### src/rtl/sync_fifo_flags.sv
// sync_fifo_flags: single-clock FIFO with count, full/empty, almost flags and error pulses.
// Define SYNC_FIFO_FWFT_EN for a first-word-fall-through read port; registered read port otherwise.
module sync_fifo_flags #(
  parameter int WIDTH     = 4,
  parameter int DEPTH     = 16,
  parameter int PTR_WIDTH = $clog2(DEPTH),
  parameter int AF_THRESH = DEPTH - 2,
  parameter int AE_THRESH = 2
) (
  input  logic                 clk_i,
  input  logic                 rst_n_i,
  input  logic                 wr_en_i,
  input  logic [WIDTH-1:0]     wdata_i,
  input  logic                 rd_en_i,
  output logic [WIDTH-1:0]     rdata_o,
  output logic                 full_o,
  output logic                 empty_o,
  output logic                 almost_full_o,
  output logic                 almost_empty_o,
  output logic [PTR_WIDTH:0]   count_o,
  output logic                 wr_error_o,
  output logic                 rd_error_o
);
  localparam int CW = PTR_WIDTH + 1;
  logic [WIDTH-1:0] mem_q [DEPTH];
  logic [PTR_WIDTH:0] wr_ptr_q, wr_ptr_d, rd_ptr_q, rd_ptr_d, count_q, count_d;
  logic wr_err_q, wr_err_d, rd_err_q, rd_err_d, wr_acc, rd_acc;
  assign empty_o        = count_q == '0;
  assign full_o         = count_q == CW'(DEPTH);
  assign almost_full_o  = count_q >= CW'(AF_THRESH);
  assign almost_empty_o = count_q <= CW'(AE_THRESH);
  assign count_o        = count_q;
  assign wr_error_o     = wr_err_q;
  assign rd_error_o     = rd_err_q;
  // A read on a full FIFO frees the slot the simultaneous write lands in.
  always_comb begin
    rd_acc   = rd_en_i & ~empty_o;
    wr_acc   = wr_en_i & (~full_o | rd_acc);
    wr_ptr_d = wr_acc ? wr_ptr_q + 1'b1 : wr_ptr_q;
    rd_ptr_d = rd_acc ? rd_ptr_q + 1'b1 : rd_ptr_q;
    count_d  = count_q + CW'(wr_acc) - CW'(rd_acc);
    wr_err_d = wr_en_i & ~wr_acc;
    rd_err_d = rd_en_i & ~rd_acc;
  end
  always_ff @(posedge clk_i or negedge rst_n_i) begin
    if (!rst_n_i) begin
      wr_ptr_q <= '0;
      rd_ptr_q <= '0;
      count_q  <= '0;
      wr_err_q <= 1'b0;
      rd_err_q <= 1'b0;
    end else begin
      wr_ptr_q <= wr_ptr_d;
      rd_ptr_q <= rd_ptr_d;
      count_q  <= count_d;
      wr_err_q <= wr_err_d;
      rd_err_q <= rd_err_d;
    end
  end
  // Storage is deliberately left uncleared by reset.
  always_ff @(posedge clk_i) begin
    if (wr_acc) mem_q[wr_ptr_q[PTR_WIDTH-1:0]] <= wdata_i;
  end
`ifdef SYNC_FIFO_FWFT_EN
  assign rdata_o = mem_q[rd_ptr_q[PTR_WIDTH-1:0]];
`else
  logic [WIDTH-1:0] rdata_q, rdata_d;
  assign rdata_d = rd_acc ? mem_q[rd_ptr_q[PTR_WIDTH-1:0]] : rdata_q;
  assign rdata_o = rdata_q;
  always_ff @(posedge clk_i or negedge rst_n_i) begin
    if (!rst_n_i) rdata_q <= '0;
    else rdata_q <= rdata_d;
  end
`endif
endmodule
### config.mk
export PLATFORM = sky130hd
export DESIGN_NAME = sync_fifo_flags
export DESIGN_NICKNAME = d
export VERILOG_FILES = /design/src/rtl/sync_fifo_flags.sv
export SDC_FILE = /design/constraint.sdc
export NUM_CORES = 1
export LEC_CHECK = 0
export CAP_MARGIN = 20
export CELL_PAD_IN_SITES_DETAIL_PLACEMENT = 1
export CELL_PAD_IN_SITES_GLOBAL_PLACEMENT = 1
export CORE_AREA = 2 2 85 87
export DETAILED_ROUTE_END_ITERATION = 8
export DIE_AREA = 0 0 87 89
export GPL_ROUTABILITY_DRIVEN = 0
export HOLD_SLACK_MARGIN = 0.12
export PLACE_DENSITY_LB_ADDON = 0.08
export SLEW_MARGIN = 10
export SYNTH_ARGS = -nofsm -noshare
export SYNTH_HDL_FRONTEND = slang
export SYNTH_SLANG_ARGS = --single-unit
### constraint.sdc
create_clock -name clk_i -period 6.4 [get_ports clk_i]
set_input_delay 0.96 -clock clk_i [delete_from_list [all_inputs] [get_ports clk_i]]
set_output_delay 0.96 -clock clk_i [all_outputs]
set_load 0.05 [all_outputs]
==> results of run 1 <==
registers in the layout (all words and copies together) (netlist names):
register	cells
wr_ptr_q	4
count_o	5
mem_q	64
rd_ptr_q	4
wr_error_o	1
rdata_o	4
rd_error_o	1
cell type report:
| cell class | count | area share [%] |
|---|---|---|
| Multi-Input combinational cell | 110 | 26.9 |
| Inverter | 8 | 0.745 |
| Timing Repair Buffer | 22 | 5.46 |
| Sequential cell | 83 | 59.5 |
| Tap cell | 80 | 2.48 |
| Clock inverter | 6 | 1.77 |
| Clock buffer | 10 | 3.17 |
cells in the final DEF (no fill, tap or decap), types with 6 or more instances in the layout:
master	n
sky130_fd_sc_hd__nor2_1	14
sky130_fd_sc_hd__dfrtp_1	19
sky130_fd_sc_hd__xnor2_1	8
sky130_fd_sc_hd__mux4_1	10
sky130_fd_sc_hd__mux2i_1	8
sky130_fd_sc_hd__edfxtp_1	64
sky130_fd_sc_hd__nand2_1	18
sky130_fd_sc_hd__ha_1	15
sky130_fd_sc_hd__clkbuf_8	9
sky130_fd_sc_hd__clkdlybuf4s50_1	22
sky130_fd_sc_hd__mux4_2	6
sky130_fd_sc_hd__inv_1	8
metal layers:
layer / track usage (%) / vias up
met1: 26.9 / 957
met2: 32.5 / 50
li1: - / 843
met3: 4.62 / 10
met5: 0 / -
met4: 5.97 / 0
worst max-delay path by stage:
stage,start,end,slack [ns],depth (start not counted)
after floorplan,count_o[2],count_o[4],2.91,11
after global placement,rd_en_i,count_o[4],3.43,9
after detailed placement,rd_en_i,count_o[4],3.31,7
after CTS,count_o[2],empty_o,3.04,4
after global routing,count_o[2],empty_o,2.90,4
final,count_o[2],empty_o,3.07,4
cells by family (layout without fill, tap and decap cells):
kind of cell    count (synthesis)  count (layout)  synth area share [%]
flops                          83              83                  67.0
buf+inv                        17              46                  2.69
mux                            24              24                  13.4
compound gates                 12              12                  2.31
xor+xnor                        9               9                  2.20
fa+ha+maj                      16              16                  5.81
simple gates                   49              49                  6.61
power breakdown:
group          internal, mW  switching, mW  total (mW)
logic                 0.295          0.372       0.667
registers             0.680          0.142       0.822
clock network         0.184          0.199       0.383
per-stage QoR:
step	utilization [%]	worst slack (ns)	hold WS, ns	instance area, um2
CTS	60.0	3.04	0.507	4030
global route	60.0	2.90	0.539	4030
finish	60.0	3.07	0.507	4030
detailed placement	57.0	3.31	0.482	3830
global placement	57.0	3.43	0.484	3830
floorplan	-	2.91	0.502	3580
cell usage after synthesis (4+ instances only):
library cell / n
sky130_fd_sc_hd__buf_2: 4
sky130_fd_sc_hd__dfrtp_1: 19
sky130_fd_sc_hd__edfxtp_1: 64
sky130_fd_sc_hd__ha_1: 15
sky130_fd_sc_hd__inv_1: 8
sky130_fd_sc_hd__mux2i_1: 8
sky130_fd_sc_hd__mux4_1: 10
sky130_fd_sc_hd__mux4_2: 6
sky130_fd_sc_hd__nand2_1: 18
sky130_fd_sc_hd__nand2b_1: 5
sky130_fd_sc_hd__nor2_1: 14
sky130_fd_sc_hd__nor3_1: 4
sky130_fd_sc_hd__o221ai_1: 4
sky130_fd_sc_hd__xnor2_1: 8
worst max-delay path, delay by kind of cell (launching register included):
kind | cells | cell delay (ns)
buffers and inverters | 2 | 1.01
DFF | 1 | 0.44
and+or+nand+nor | 1 | 0.37
adders and majority gates | 1 | 0.21
==> parameters.txt, run 1 <==
Parameter                              Value

Timing
  Portion of the clock cycle consumed by the worst path in the final layout ... 52.0%
  Setup repair after global routing missed its margin ... false
  Count of endpoints failing hold in the final timing report ... 0
  Worst slew pin tran ... 1.03 ns
  Final setup violation count ... 0
  Final worst clock skew ... 0.0101 ns
  Final setup TNS ... 0 ns
  Max-slew violations ... 0
  Maximum frequency from static timing analysis ... 300 MHz
  Worst-case headroom to the max-slew limit ... 31.4%
  Final critical delay including setup and external delays ... 3.33 ns

Setup path
  Critical register-to-register path endpoint ... count_o[4]
  List of cells traversed by the critical path ... inv_1 -> ha_1 -> nor4b_2 -> clkdlybuf4s50_1
  Critical R2R Launch ... count_o[2]
  Arrival time worst endpoint ... 2.37 ns
  Critical Setup Path Class ... reg2out
  Maximum fanout count along the critical path ... 5
  Worst Reg2Reg Path Length in Cells ... 11
  Setup crit start kind ... flip-flop
  Critical Path Sink Type ... primary output
  CP max stage cell ... sky130_fd_sc_hd__clkdlybuf4s50_1
  Register-to-register setup slack ... 3.68 ns
  Required time of the worst setup path ... 5.44 ns
  CP peak stage delay ... 0.88 ns

GRT
  Initial antenna violation count ... 0
  Total congestion overflow after global routing ... 0
  Largest net degree at the start of global routing ... 20
  GRT Resource Usage Total ... 19.8%
  Via count of the first global-routing pass ... 1909
  Wire length of the first global-routing pass ... 10800 um

Synth
  Top area cells in the synthesized netlist ... sky130_fd_sc_hd__edfxtp_1 54%, sky130_fd_sc_hd__dfrtp_1 13%, sky130_fd_sc_hd__mux4_1 7.3%
  Asr flop ratio synth ... 22.9%
  Library cell with the largest summed area after synthesis ... sky130_fd_sc_hd__edfxtp_1
  Net count after synthesis ... 234
  Area of the mapped netlist ... 3580 um2
  Count of cell types in the netlist ... 31
  Mean instance size in the synthesized netlist ... 17.0 um2
  Number of instances in the synthesized netlist ... 210
  Sequential share of the synthesized area ... 67.0%
  Total of flip-flops plus latches after synthesis ... 83
  Number of enable flip-flop cells after synthesis ... 64
  Post-synth top flop ... sky130_fd_sc_hd__edfxtp_1
  Number of synthesis warnings ... 0
  Top-area cell type share of the netlist area ... 53.7%

Pwr
  Final Total Pwr ... 1.87 mW
  Total power per unit cell area ... 465 nW/um2
  Static Leakage ... 1.47 nW
  Peak supply drop ... 203 uV

Floorplanning
  Starting Density ... 53.2%
  Die width ... 87 um
  Chip Height ... 89 um
  Total die area ... 7740 um2
  Count of boundary I/O pins ... 23
  Core Region ... 6720 um2
  Placement row count ... 30

Detailed routing
  Wire length on met3 ... 209 um
  Wire per inst ... 21.7 um
  First DRT Iteration DRCs ... 120
  Number of nets still failing antenna checks after routing ... 0
  Vias per inst ... 5.83
  Routed met2 length ... 3480 um
  Vias post-DR ... 1860
  DRC violation count after routing ... 0
  Met1 Wirelength ... 3130 um
  Wire length reported by the detailed router ... 6910 um
  Drt first pass iters ... 4
  Highest metal used ... met4

Layout
  Number of fill cells in the layout ... 613
  FF+latch area ... 2400 um2
  Layout Area Growth over Synthesis ... 12.7%
  Nets ... 258
  Share of layout cells above drive strength 1 ... 9.21%
  Area occupied by multi-input gates ... 1080 um2
  Diode count ... 0
  Layout Cells excl Fill ... 319

Clock network
  Maximum count of clock buffers along a single path ... 2
  Number of hold buffers added after CTS ... 0
  Root Driver ... sky130_fd_sc_hd__clkbuf_8
  Total of cells resized after clock tree synthesis ... 0
  Number of clock sinks ... 83
  Post-CTS Setup Repair Bufs ... 0
  CTS tree ... done
  H-Tree Level Count ... 3
  Clk Latency, worst-skew pair ... 0.35 ns
  Clock transition at the register clock pins on the worst setup and hold paths after CTS ... 0.09 ns
  Number of CTS-inserted buffers ... 9

Worst hold path
  Endpoint of the worst hold-timing path ... rdata_o[2]
  Type of the tightest min-delay check ... reg2reg
  Origin of the worst min-delay path ... rdata_o[2]
  Count of cells along the worst hold path ... 2

Job
  Number of maximum-capacitance constraint violations ... 0

Place
  Detail Placement HPWL ... 4680 um
  Placed insts ... 303
  Port bufs ... 22

Outcome
  Outcome ... complete, no violations
No activity file was read; power rests on OpenSTA's default activity.
==> run 2: changes to the inputs <==
CORE_AREA = 2 2 88 90   (was 2 2 85 87)
DIE_AREA = 0 0 90 92   (was 0 0 87 89)
clock period = 3.3 ns   (was 6.4 ns; I/O delays follow)
==> run 2 against run 1 <==
  * Combinational power up 110%
  * Critical endpoint unchanged
  * Setup slack worse by 2.5 ns
  * Global-route usage down 1.7 points
  * Hold slack better by 0.011 ns
  * Critical path type unchanged
  * Largest cell class unchanged
  * Clock skew down 0.0053 ns
  * Total power up 94%
==> parameters.txt, run 2 (synthesis results as in run 1) <==
Parameter                              Value

Timing
  Max-slew violations ... 0 (unchanged)
  Final worst clock skew ... 0.00483 ns (was 0.0101 ns)
  Portion of the clock cycle consumed by the worst path in the final layout ... 82.4%
  Final setup TNS ... 0 ns (unchanged)
  Worst-case headroom to the max-slew limit ... 41.1% (was 31.4%)
  Final setup violation count ... 0 (unchanged)
  Count of endpoints failing hold in the final timing report ... 0 (unchanged)
  Final Hold Slack ... 0.517 ns (was 0.507 ns)
  Final critical delay including setup and external delays ... 2.72 ns
  Worst slew pin tran ... 0.880 ns (was 1.03 ns)
  Maximum frequency from static timing analysis ... 368 MHz
  Setup repair after global routing missed its margin ... false (unchanged)

Floorplanning
  Count of boundary I/O pins ... 23 (unchanged)
  Chip Height ... 92 um (was 89 um)
  Die width ... 90 um (was 87 um)
  Core Region ... 7450 um2 (was 6720 um2)
  Total die area ... 8280 um2 (was 7740 um2)
  Placement row count ... 32 (was 30)
  Starting Density ... 48.0% (was 53.2%)

Detailed routing
  Wire length reported by the detailed router ... 6920 um (was 6910 um)
  Drt first pass iters ... 4 (unchanged)
  Number of nets still failing antenna checks after routing ... 0 (unchanged)
  First DRT Iteration DRCs ... 66 (was 120)
  Vias post-DR ... 1837 (was 1860)
  DRC violation count after routing ... 0 (unchanged)
  Vias per inst ... 5.37 (was 5.83)
  Wire per inst ... 20.2 um (was 21.7 um)

Pwr
  Sequential group share of total power ... 42.2% (was 43.9%)
  Internal cell power ... 2.26 mW (was 1.16 mW)
  Final Total Pwr ... 3.63 mW (was 1.87 mW)
  Static Leakage ... 1.49 nW (was 1.47 nW)
  Net switching component of the power ... 1.37 mW (was 713 uW)
  Total power per unit cell area ... 893 nW/um2 (was 465 nW/um2)
  Switching Share ... 37.8% (was 38.1%)
  Gate power share ... 38.4% (was 35.6%)
  Peak supply drop ... 300 uV (was 203 uV)
  Proportion of power drawn by the clock network ... 19.4% (was 20.5%)

GRT
  Via count of the first global-routing pass ... 2036 (was 1909)
  Largest net degree at the start of global routing ... 20 (unchanged)
  Initial antenna violation count ... 0 (unchanged)
  GRT Resource Usage Total ... 18.2% (was 19.8%)
  Wire length of the first global-routing pass ... 11100 um (was 10800 um)
  Total congestion overflow after global routing ... 0 (unchanged)

Layout
  Diode count ... 0 (unchanged)
  Nets ... 260 (was 258)
  Layout Area Growth over Synthesis ... 13.6% (was 12.7%)
  Layout Cells excl Fill ... 342 (was 319)
  Share of layout cells above drive strength 1 ... 9.17% (was 9.21%)
  Most common cell after layout, fill and taps aside ... sky130_fd_sc_hd__edfxtp_1 (unchanged)
  Number of fill cells in the layout ... 707 (was 613)
  Most used cells in the layout excluding fill and tap cells ... 64 x sky130_fd_sc_hd__edfxtp_1, 22 x sky130_fd_sc_hd__clkdlybuf4s50_1, 19 x sky130_fd_sc_hd__dfrtp_1, 18 x sky130_fd_sc_hd__nand2_1, 15 x sky130_fd_sc_hd__ha_1 (unchanged)
  Max reg flops ... 64 (unchanged)

Setup path
  Critical R2R Launch ... count_o[2] (unchanged)
  Required time of the worst setup path ... 2.80 ns (was 5.44 ns)
  Critical Path Sink Type ... primary output (unchanged)
  Origin of the worst setup path ... count_o[2] (unchanged)
  Arrival time worst endpoint ... 2.22 ns (was 2.37 ns)
  Maximum fanout count along the critical path ... 5 (unchanged)
  Setup crit start kind ... flip-flop (unchanged)
  Critical Setup Path Class ... reg2out (unchanged)

Clock network
  H-Tree Level Count ... 3 (unchanged)
  Total of cells resized after clock tree synthesis ... 0 (unchanged)
  Number of CTS-inserted buffers ... 9 (unchanged)
  Number of clock sinks ... 83 (unchanged)
  Maximum count of clock buffers along a single path ... 2 (unchanged)
  Clock transition at the register clock pins on the worst setup and hold paths after CTS ... 0.08 ns (was 0.09 ns)
  CTS tree ... done (unchanged)
  Clk Latency, worst-skew pair ... 0.35 ns (about the same)
  Number of hold buffers added after CTS ... 0 (unchanged)
  Root Driver ... sky130_fd_sc_hd__clkbuf_8 (unchanged)
  Post-CTS Setup Repair Bufs ... 0 (unchanged)

Place
  Placed insts ... 327 (was 303)
  Detail Placement HPWL ... 4880 um (was 4680 um)
  Port bufs ... 22 (unchanged)

Worst hold path
  Type of the tightest min-delay check ... reg2reg (unchanged)
  Origin of the worst min-delay path ... rdata_o[0] (was rdata_o[2])

Job
  Number of maximum-capacitance constraint violations ... 0 (unchanged)

Outcome
  Outcome ... complete, no violations (unchanged)
[run 2: changes by cell type in the layout (fill, tap and decap cells not counted), sizes merged]
cell and delta:
buf +2, clkinvlp -2, inv -1, clkinv +2
[run 2: worst paths after layout]
kind,slack [ns],end,cells after the start
max in group asynchronous,2.12,rdata_o[0],1
worst min-delay path,0.52,rdata_o[0],2
worst min register to register,0.52,rdata_o[0],2
worst max-delay path,0.58,empty_o,4
min in group asynchronous,0.64,count_o[0],1
worst max register to register,0.77,count_o[4],11
[run 2: metrics by stage]
stage,setup WS (ns),cell area [um2],utilization (%)
after floorplan,0.222,3590,-
after global placement,0.785,3880,52.1
after detailed placement,0.702,3880,52.1
after CTS,0.555,4060,54.6
after global routing,0.450,4060,54.6
final,0.581,4060,54.6
[run 2: worst max-delay path, stage by stage, from the launching register on]
cell and delay [ns]:
sky130_fd_sc_hd__dfrtp_1 0.43, sky130_fd_sc_hd__inv_1 0.14, sky130_fd_sc_hd__ha_1 0.18, sky130_fd_sc_hd__nor4b_4 0.27, sky130_fd_sc_hd__clkdlybuf4s50_1 0.86
[run 2: power by group through the flow]
| stage | Sequential (mW) | Clock [mW] | Combinational (mW) |
|---|---|---|---|
| after floorplan | 1.63 | 0 | 0.909 |
| after global placement | 1.54 | 0 | 1.36 |
| after detailed placement | 1.56 | 0 | 1.41 |
| after CTS | 1.53 | 0.719 | 1.42 |
| after global routing | 1.56 | 0.757 | 1.51 |
| final | 1.53 | 0.704 | 1.39 |
[run 2: layout make-up]
class,count,area (um2),share of cell area (%)
Sequential cell,83,2400,59.0
Multi-Input combinational cell,110,1090,26.9
Timing Repair Buffer,24,235,5.79
Clock buffer,10,128,3.14
Tap cell,102,128,3.14
Clock inverter,5,52.6,1.29
Inverter,8,30.0,0.739
[run 2: layer usage]
layer / GRT usage, % / vias up / wire [um]
met5: 0 / - / 0
met4: 4.62 / 0 / 59
met3: 6.00 / 7 / 221
met2: 30.6 / 36 / 3470
met1: 22.9 / 953 / 3160
li1: - / 841 / -
==> variant (flow settings as in run 2) <==
Put one more register stage on the output `count_o`, with the module's reset. The value now appears one clock later. The other outputs are not delayed to match.
--- a/src/rtl/sync_fifo_flags.sv
+++ b/src/rtl/sync_fifo_flags.sv
@@ -29,7 +29,13 @@
   assign full_o         = count_q == CW'(DEPTH);
   assign almost_full_o  = count_q >= CW'(AF_THRESH);
   assign almost_empty_o = count_q <= CW'(AE_THRESH);
-  assign count_o        = count_q;
+  always_ff @(posedge clk_i or negedge rst_n_i) begin
+    if (!rst_n_i) begin
+      count_o <= '0;
+    end else begin
+      count_o <= count_q;
+    end
+  end
   assign wr_error_o     = wr_err_q;
   assign rd_error_o     = rd_err_q;
   // A read on a full FIFO frees the slot the simultaneous write lands in.
Behaviour: not the same (a bounded check fails within 4 cycles, from zero or initial values and one cycle with rst_n_i low).
==> variant against run 2 <==
Total power grew 5.1%. Wire length down 1.6%. Sequential cell count rose by 5. Count of clock-buffer cells in the layout unchanged. Final area up 4.0%. Worst setup slack worse by 130 ps. Non-clock buffer count did not move. Area after synthesis is 3.5% higher. Critical path type unchanged.
==> variant: results <==
set metrics [dict create \
    final-nonclk-buf-share_pct 5.74 \
    seq_power_share_pct 44.3 \
    finalNetCount 265 \
    status "finished clean" \
    synth-compound-area-share_pct 2.23 \
    post-place-cells 331 \
    power_switching_mw 1.39 \
    dpl.hpwl_um 4850 \
    grt_util_met1_pct 24.1 \
    yosys-mux-area-fraction_pct 12.9 \
    seq_area_frac_synth_pct 68.1 \
    global_route.usage.met3_pct 5.34 \
    met3_routed_wirelength_um 273 \
    area_taken_by_multi_input_logic_gates_um2 1080 \
    mappedNetlistNets 239 \
    maximum_number_of_pins_on_one_net_before_global_route_repair 25 \
    fin_skew_ps 13.3 \
    async_reset_ff_share_pct 27.3 \
    synthAdderAreaFrac_pct 5.61 \
    dr.first_iter.drc_count 67 \
    wirelength_met1_um 2930 \
    dpl_cell_area_um2 3990 \
    layout.filler_cells 693 \
    total_power_mw 3.81 \
    share_of_cells_above_drive_strength_1_pct 9.76 \
    routed_wl_um 6810 \
    power.leakage_nw 1.55 \
    power.density_nw_per_um2 902 \
    cts_repair_resize_count 0 \
    ir_drop_v 0.000463 \
    final_core_util_pct 56.8 \
    min-delay-path-class "in -> async" \
    syn_to_final_growth_pct 14.2 \
    cpPeakStageDelay_ps 890 \
    most_frequent_cells_after_synthesis "edfxtp_1 (64), dfrtp_1 (24), nand2_1 (18)" \
    seq-cell-share_pct 59.7 \
    met2RoutedLength_um 3490 \
    netlist_instances 215 \
    grt_usage_pct 18.9 \
    synthXorXnorAreaFrac_pct 2.13 \
    synth.top_cells.by_area "edfxtp_1 (52%), dfrtp_1 (16%), mux4_1 (7.1%), ha_1 (5.1%), mux4_2 (3.6%)" \
    wire_length_of_the_first_global_routing_pass_um 11400 \
]
variant: changes by cell type in the layout (fill, tap and decap cells not counted):
cell        change
clkinv_1        -1
bufinv_16       +1
clkinvlp_4      +2
clkinv_2        -2
clkinv_4        +1
buf_8           +1
nor4b_4         -1
buf_4           -1
dfrtp_1         +5
nor4b_2         +1
variant: final timing paths:
kind	start	endpoint	slack, ps	cells after the start
min in group clk_i	count_q[3]$_DFF_PN0_	count_o[3]$_DFF_PN0_	460	0
max in group asynchronous	rst_n_i	wr_ptr_q[3]$_DFFE_PN0P_	2490	2
setup / recovery	count_q[2]$_DFF_PN0_	empty_o	450	4
setup reg to reg	count_q[2]$_DFF_PN0_	count_q[4]$_DFF_PN0_	630	11
hold / removal	rst_n_i	count_o[3]$_DFF_PN0_	380	1
hold reg to reg	count_q[3]$_DFF_PN0_	count_o[3]$_DFF_PN0_	460	0
